### src/rtl/readback_unpacker.sv
// Splits FIFO_WIDTH readback words into C_DATA_WIDTH AXI-Stream beats, MSB lane first.
// Optional: define READBACK_BEAT_COUNT_EN to add a 32-bit output handshake counter (beat_count).
module readback_unpacker #(
  parameter int C_DATA_WIDTH = 64,
  parameter int FIFO_WIDTH   = 256
) (
  input  logic                         clk,
  input  logic                         reset,
  input  logic [FIFO_WIDTH-1:0]        s_axis_tdata,
  input  logic                         s_axis_tvalid,
  output logic                         s_axis_tready,
  input  logic                         s_axis_tlast,
  output logic [C_DATA_WIDTH-1:0]      m_axis_tdata,
  output logic [C_DATA_WIDTH/8-1:0]    m_axis_tkeep,
  output logic                         m_axis_tvalid,
  input  logic                         m_axis_tready,
  output logic                         m_axis_tlast
`ifdef READBACK_BEAT_COUNT_EN
  ,
  output logic [31:0]                  beat_count
`endif
);

  localparam int FIFO_SCALE = FIFO_WIDTH / C_DATA_WIDTH;
  localparam int KEEP_WIDTH = C_DATA_WIDTH / 8;
  localparam int BEAT_W     = $clog2(FIFO_SCALE);
  localparam logic [BEAT_W-1:0] LAST_BEAT = BEAT_W'(FIFO_SCALE - 1);

  typedef enum logic {EMPTY = 1'b0, STREAM = 1'b1} state_e;

  state_e                                 state_q, state_d;
  logic [FIFO_WIDTH-1:0]                  hold_q, hold_d;
  logic                                   hold_last_q, hold_last_d;
  logic [BEAT_W-1:0]                      beat_q, beat_d;
  logic [FIFO_SCALE-1:0][C_DATA_WIDTH-1:0] lanes;
  logic                                   hold_valid, last_beat_go, m_hs, s_hs;

  assign hold_valid = (state_q == STREAM);
  assign lanes      = hold_q;

  always_ff @(posedge clk) begin
    if (reset) begin
      state_q     <= EMPTY;
      hold_q      <= '0;
      hold_last_q <= 1'b0;
      beat_q      <= '0;
    end else begin
      state_q     <= state_d;
      hold_q      <= hold_d;
      hold_last_q <= hold_last_d;
      beat_q      <= beat_d;
    end
  end

  always_comb begin
    state_d     = state_q;
    hold_d      = hold_q;
    hold_last_d = hold_last_q;
    beat_d      = beat_q;
    case (state_q)
      EMPTY: begin
        if (s_hs) begin
          hold_d      = s_axis_tdata;
          hold_last_d = s_axis_tlast;
          beat_d      = '0;
          state_d     = STREAM;
        end
      end
      STREAM: begin
        if (last_beat_go) begin
          beat_d = '0;
          // A new word can slip in on the cycle the last beat drains.
          if (s_hs) begin
            hold_d      = s_axis_tdata;
            hold_last_d = s_axis_tlast;
          end else begin
            state_d = EMPTY;
          end
        end else if (m_hs) begin
          beat_d = beat_q + 1'b1;
        end
      end
      default: state_d = EMPTY;
    endcase
  end

  always_comb begin
    m_hs          = hold_valid && m_axis_tready;
    last_beat_go  = m_hs && (beat_q == LAST_BEAT);
    s_axis_tready = !reset && (!hold_valid || last_beat_go);
    s_hs          = s_axis_tvalid && s_axis_tready;
    m_axis_tdata  = lanes[LAST_BEAT - beat_q];
    m_axis_tkeep  = {KEEP_WIDTH{1'b1}};
    m_axis_tvalid = hold_valid;
    m_axis_tlast  = hold_valid && hold_last_q && (beat_q == LAST_BEAT);
  end

`ifdef READBACK_BEAT_COUNT_EN
  logic [31:0] beat_count_q, beat_count_d;

  always_comb begin
    beat_count_d = beat_count_q;
    if (m_hs) beat_count_d = beat_count_q + 32'd1;
  end

  always_ff @(posedge clk) begin
    if (reset) beat_count_q <= '0;
    else       beat_count_q <= beat_count_d;
  end

  assign beat_count = beat_count_q;
`endif

endmodule

### config.mk
export PLATFORM = sky130hd
export DESIGN_NAME = readback_unpacker
export DESIGN_NICKNAME = d
export VERILOG_FILES = /design/src/rtl/readback_unpacker.sv
export SDC_FILE = /design/constraint.sdc
export NUM_CORES = 1
export LEC_CHECK = 0
export CELL_PAD_IN_SITES_DETAIL_PLACEMENT = 1
export CELL_PAD_IN_SITES_GLOBAL_PLACEMENT = 1
export CORE_UTILIZATION = 41
export DETAILED_ROUTE_END_ITERATION = 10
export PLACE_DENSITY = 0.89
export SYNTH_ARGS = -nofsm -noshare
export SYNTH_HDL_FRONTEND = slang
export SYNTH_SLANG_ARGS = --single-unit
export TNS_END_PERCENT = 30
### constraint.sdc
create_clock -name clk -period 2.7 [get_ports clk]
set_input_delay 0.54 -clock clk [delete_from_list [all_inputs] [get_ports clk]]
set_output_delay 0.54 -clock clk [all_outputs]
set_load 0.01 [all_outputs]
* After elaboration in Yosys (flattened, before gate mapping)
Cells that the tools add are included.
** Storage, ports and cells
- Register bits after elaboration :: 260
- Input port bits :: 261
- Output and inout port bits :: 75
- Word-level logic and storage cells :: 37
** Cells by class
- Add/subtract/negate cells :: 2
- $lt $le $gt $ge :: 1
- Eq/ne operators :: 4
- Multiplexer cells :: 15
- Bitwise logic cells :: 1
- Reduce and logical (&&, ||, !) cells :: 10
** Operators by type and width (number)
- $mux W256 :: 2
- $pmux W256 S2 :: 1
- $bmux W64 S2 :: 1
- $mux W64 :: 1
- $logic_and A1 B1 Y1 :: 6
- $mux W2 :: 3
- $mux W1 :: 4
- $pmux W1 S2 :: 2
- $pmux W2 S2 :: 1
- $lt A2 B3 Y1 const B :: 1
- $ne A3 B1 Y1 const B :: 1
- $add A2 B1 Y2 const B :: 1
- $eq A2 B2 Y1 const B :: 1
- $logic_not A1 Y1 :: 2
- $ne A2 B1 Y1 const B :: 1
- $ne A2 B2 Y1 const B :: 1
- $reduce_and A2 Y1 :: 1
- $sub A2 B2 Y2 const A :: 1
- $logic_or A1 B1 Y1 :: 1
- $not A1 Y1 :: 1

* Longest topological paths before layout
- Depth in word-level cells :: 8
- Mapped depth :: 6

* Worst setup path after synthesis
No wires, ideal clock.
- Path type :: register -> output
- Start :: reg beat_q[0]
- End :: out m_axis_tdata[18]
- Arrival time :: 1.505 ns
- Path slack :: 0.655 ns
- Stages on the path, launching flop included :: 4
- Path buffers :: 2
- Path through :: dfxtp_1 > buf_2 > buf_2 > mux4_2
** On the way
- Cells in the longest elaborated chain, start to end :: 3
** Ends and longest elaborated chain
- start: declaration :: RTL line 34 : logic [BEAT_W-1:0] beat_q, beat_d;
- start signal: assignment :: RTL line 51 : beat_q <= beat_d;
- $sub A2 B2 Y2 :: RTL line 92 : m_axis_tdata = lanes[LAST_BEAT - beat_q];
- $bmux W64 S2 :: RTL line 92
- $mux W64 (not written as such) :: RTL line 92
- end: declaration :: RTL line 13 : output logic [C_DATA_WIDTH-1:0] m_axis_tdata,
No other way between the ends. The select of a mux whose other input is x is not followed.

* Final worst setup path
- Start :: reg beat_q[1]
- End :: out m_axis_tdata[50]
Same word-level chain as after synthesis.

==> flow_metrics.py <==
metrics = {
    "outcome": {
        "status": "finished, final reports clean",
    },
    "global_route": {
        "grt_max_degree": 157,
        "grt_pass1_vias": 9458,
        "grt_pass1_wl_um": 52300,
        "grt_overflow": 0,
        "antenna_found_initial": 1,
        "grt_usage_pct": 23.4,
    },
    "logic_synthesis": {
        "ys_ff_latch": 260,
        "synthAdderAreaFrac_pct": 0.106,
        "postSynthAreaPerCell_sq_um": 12.7,
        "synthCells": 931,
        "synth_top_family_by_area": "multiplexers",
        "yosysWarnings": 0,
        "muxShareOfSynthArea_pct": 36.8,
        "synth-compound-area-share_pct": 0.244,
        "yosys.area_share.simple_pct": 14.0,
        "syn_area_sq_um": 11800,
        "synth.yosys.seq_area_share_pct": 44.1,
        "synth_xor_area_share_pct": 0,
        "ys_types": 18,
    },
    "floorplanning": {
        "num_rows": 61,
        "ioPinCount": 336,
        "core_area_sq_um": 28000,
        "floorplan.initialDensity_pct": 42.1,
        "chipHeight_um": 172,
        "die_area_sq_um": 29500,
        "die_w_um": 172,
    },
    "pwr": {
        "clockPowerShare_pct": 41.0,
        "total_leakage_power_uw": 0.00686,
        "swShare_pct": 23.1,
        "p_sw_uw": 2190,
        "p_int_uw": 7300,
        "p_per_area_nw_per_um2": 578,
        "combPwrFrac_pct": 14.3,
        "power_frac_seq_pct": 44.7,
        "peakVddDrop_mv": 0.456,
    },
    "critical_path": {
        "worst_r2r_startpoint": "beat_q[0]",
        "critPathMaxStageDelay_ps": 500,
        "crit_path_cell_trace": "buf_4, mux4_2, clkdlybuf4s50_1",
        "rr_worst_depth": 7,
        "critPathCapture": "m_axis_tdata[50]",
        "slowest_stage": "mux4_2",
        "cp.required_ps": 2160,
        "startpoint": "beat_q[1]",
        "worst_setup_path_end_kind": "output pin",
        "crit_fanout": 5,
        "crit_type": "reg -> out",
        "timing.rr.end": "hold_q[139]",
        "startpoint_type": "register",
        "regToRegSetupSlack_ps": 400,
        "arrival_ps": 2090,
    },
    "detailed_routing": {
        "drt_iter0_markers": 275,
        "ant_nets": 0,
        "drt-total-wl_um": 34500,
        "num_vias": 8265,
        "route.detailed.drc": 0,
        "wl_per_cell_um": 20.9,
        "drt_pass1_iterations": 4,
        "viasPerCell": 5.01,
    },
    "run": {
        "cap_viol_max_count": 0,
    },
    "timing": {
        "min_period_ps": 2630,
        "fin_crit_sh_pct": 97.3,
        "drv_slew": 0,
        "finalSetupViolCount": 0,
        "max_freq_ghz": 0.381,
        "maxSlewHeadroom_pct": 54.1,
        "setup_tns_ps": 0,
        "hold_violations": 0,
        "rsz0062_at_grt": "false",
        "finalClockSkew_ps": 11.8,
        "tightest_slew_ps": 689,
    },
    "clock_network": {
        "hold_buffers": 0,
        "numCtsBuffers": 29,
        "htreeDepth": 1,
        "clkTransAtPathRegs_ps": 60,
        "cts_sinks": 260,
        "clock_latency_ps": 540,
        "cts_tree": "built",
        "clock_path_buffers": 3,
        "ctsRootBufferMaster": "clkbuf_16",
    },
    "finish": {
        "final_area_sq_um": 16400,
        "area_delta_synth_final_pct": 39.2,
        "nNetsFinal": 1510,
        "fill_cells": 2844,
        "drive_above_1_share_pct": 13.9,
        "finalNonFillerCells": 1650,
    },
    "placed_design": {
        "post-place-cells": 1589,
        "dpl-instance-area_sq_um": 15400,
        "port_buffers": 327,
        "place_congestion": 0.746,
        "hpwl_um": 23500,
    },
    "worst_hold_path": {
        "hp-class": "in -> reg",
    },
}
-- worst max-delay path: cells and delay by family, from the launching register on --
family	cells	cell delay (ps)
buffers and inverters	2	650
muxes	1	500
DFF	1	410
-- synth_stat cells (all sizes together) --
cell / instances / area, sq um
dfxtp: 260 / 5200
mux2: 257 / 2890
nor2b: 257 / 1610
mux4: 64 / 1440
buf: 53 / 447
clkbuf: 26 / 97.6
nor2: 6 / 22.5
a32oi: 2 / 17.5
a21boi: 1 / 11.3
and3: 1 / 6.26
conb: 1 / 3.75
ha: 1 / 12.5
mux2i: 1 / 10.0
nor3b: 1 / 18.8
-- routing by layer --
metal  share of wire [%]  GRT usage (%)  vias up
li1                    -              -     3847
met1                  36           24.1     4087
met2                  53           44.5      261
met3                 6.7           6.28       70
met4                 4.0           9.16        0
met5                   0              0        -
-- power by group through the flow --
| stage | combinational [uW] | sequential [uW] | clock, uW |
|---|---|---|---|
| detailed placement | 1390 | 4320 | 0 |
| global placement | 1350 | 4310 | 0 |
| global route | 1450 | 4280 | 4150 |
| CTS | 1380 | 4250 | 4000 |
| floorplan | 721 | 4270 | 0 |
| finish | 1350 | 4250 | 3900 |
-- sequential cells by signal, summed over array words and instances, names as in the netlist --
| signal | flops |
|---|---|
| m_axis_tvalid | 1 |
| hold_last_q | 1 |
| beat_q | 2 |
| hold_q | 256 |
-- timing repair --
item,CTS,global route
setup endpoints to repair,61,14
pin swaps,0,0
cloned,2,0
setup buffers,5,0
gates resized for setup,70,3
-- metrics by stage --
stage          hold WS [ps]  total power [uW]  utilization, %  setup WS (ps)
3_3_place_gp            550              5650            55.1            227
6_report                393              9500            58.6           73.9
5_1_grt                 413              9880            58.6           6.02
4_1_cts                 369              9630            58.7           2.13
3_5_place_dp            565              5720            55.1            170
2_1_floorplan           537              4990               -            655
-- cell type report --
cell class	instances	area, sq um	share of cell area (%)
antenna	2	5.00	0.0305
clock buffer	47	923	5.62
clock inverter	6	33.8	0.206
multi-input combinational	599	6070	37.0
sequential	260	5210	31.7
tap	378	473	2.88
timing repair buffer	358	3700	22.5
-- how the worst min path moves through the flow --
stage,startpoint,to,slack (ps),cells past startpoint
CTS,reset,m_axis_tvalid,370,2
detailed placement,hold_q[227],hold_q[227],560,2
floorplan,hold_q[100],hold_q[100],540,2
finish,reset,m_axis_tvalid,390,2
global placement,hold_q[11],hold_q[11],550,2
global route,reset,m_axis_tvalid,410,2
-- cells in the final DEF, fill, tap and decap left out, types with 8 or more instances in the layout --
master,netlist,final
mux2_1,230,230
clkbuf_8,0,14
nor2b_1,257,257
conb_1,1,8
mux4_2,64,64
clkdlybuf4s50_1,0,261
mux2_2,27,27
clkbuf_16,0,29
buf_12,0,16
dlygate4sd2_1,0,62
buf_4,11,11
dfxtp_1,260,258
-- cells by family (layout without fill, tap and decap cells) --
group | Yosys count | after routing
multiplexers | 322 | 322
AND/OR/NAND/NOR | 265 | 265
flip-flops | 260 | 260
buffers and inverters | 79 | 411
AO/OA/AOI/OAI | 3 | 3
adder cells (fa/ha/maj) | 1 | 1
other | 1 | 10
No activity file was read; power rests on OpenSTA's default activity.
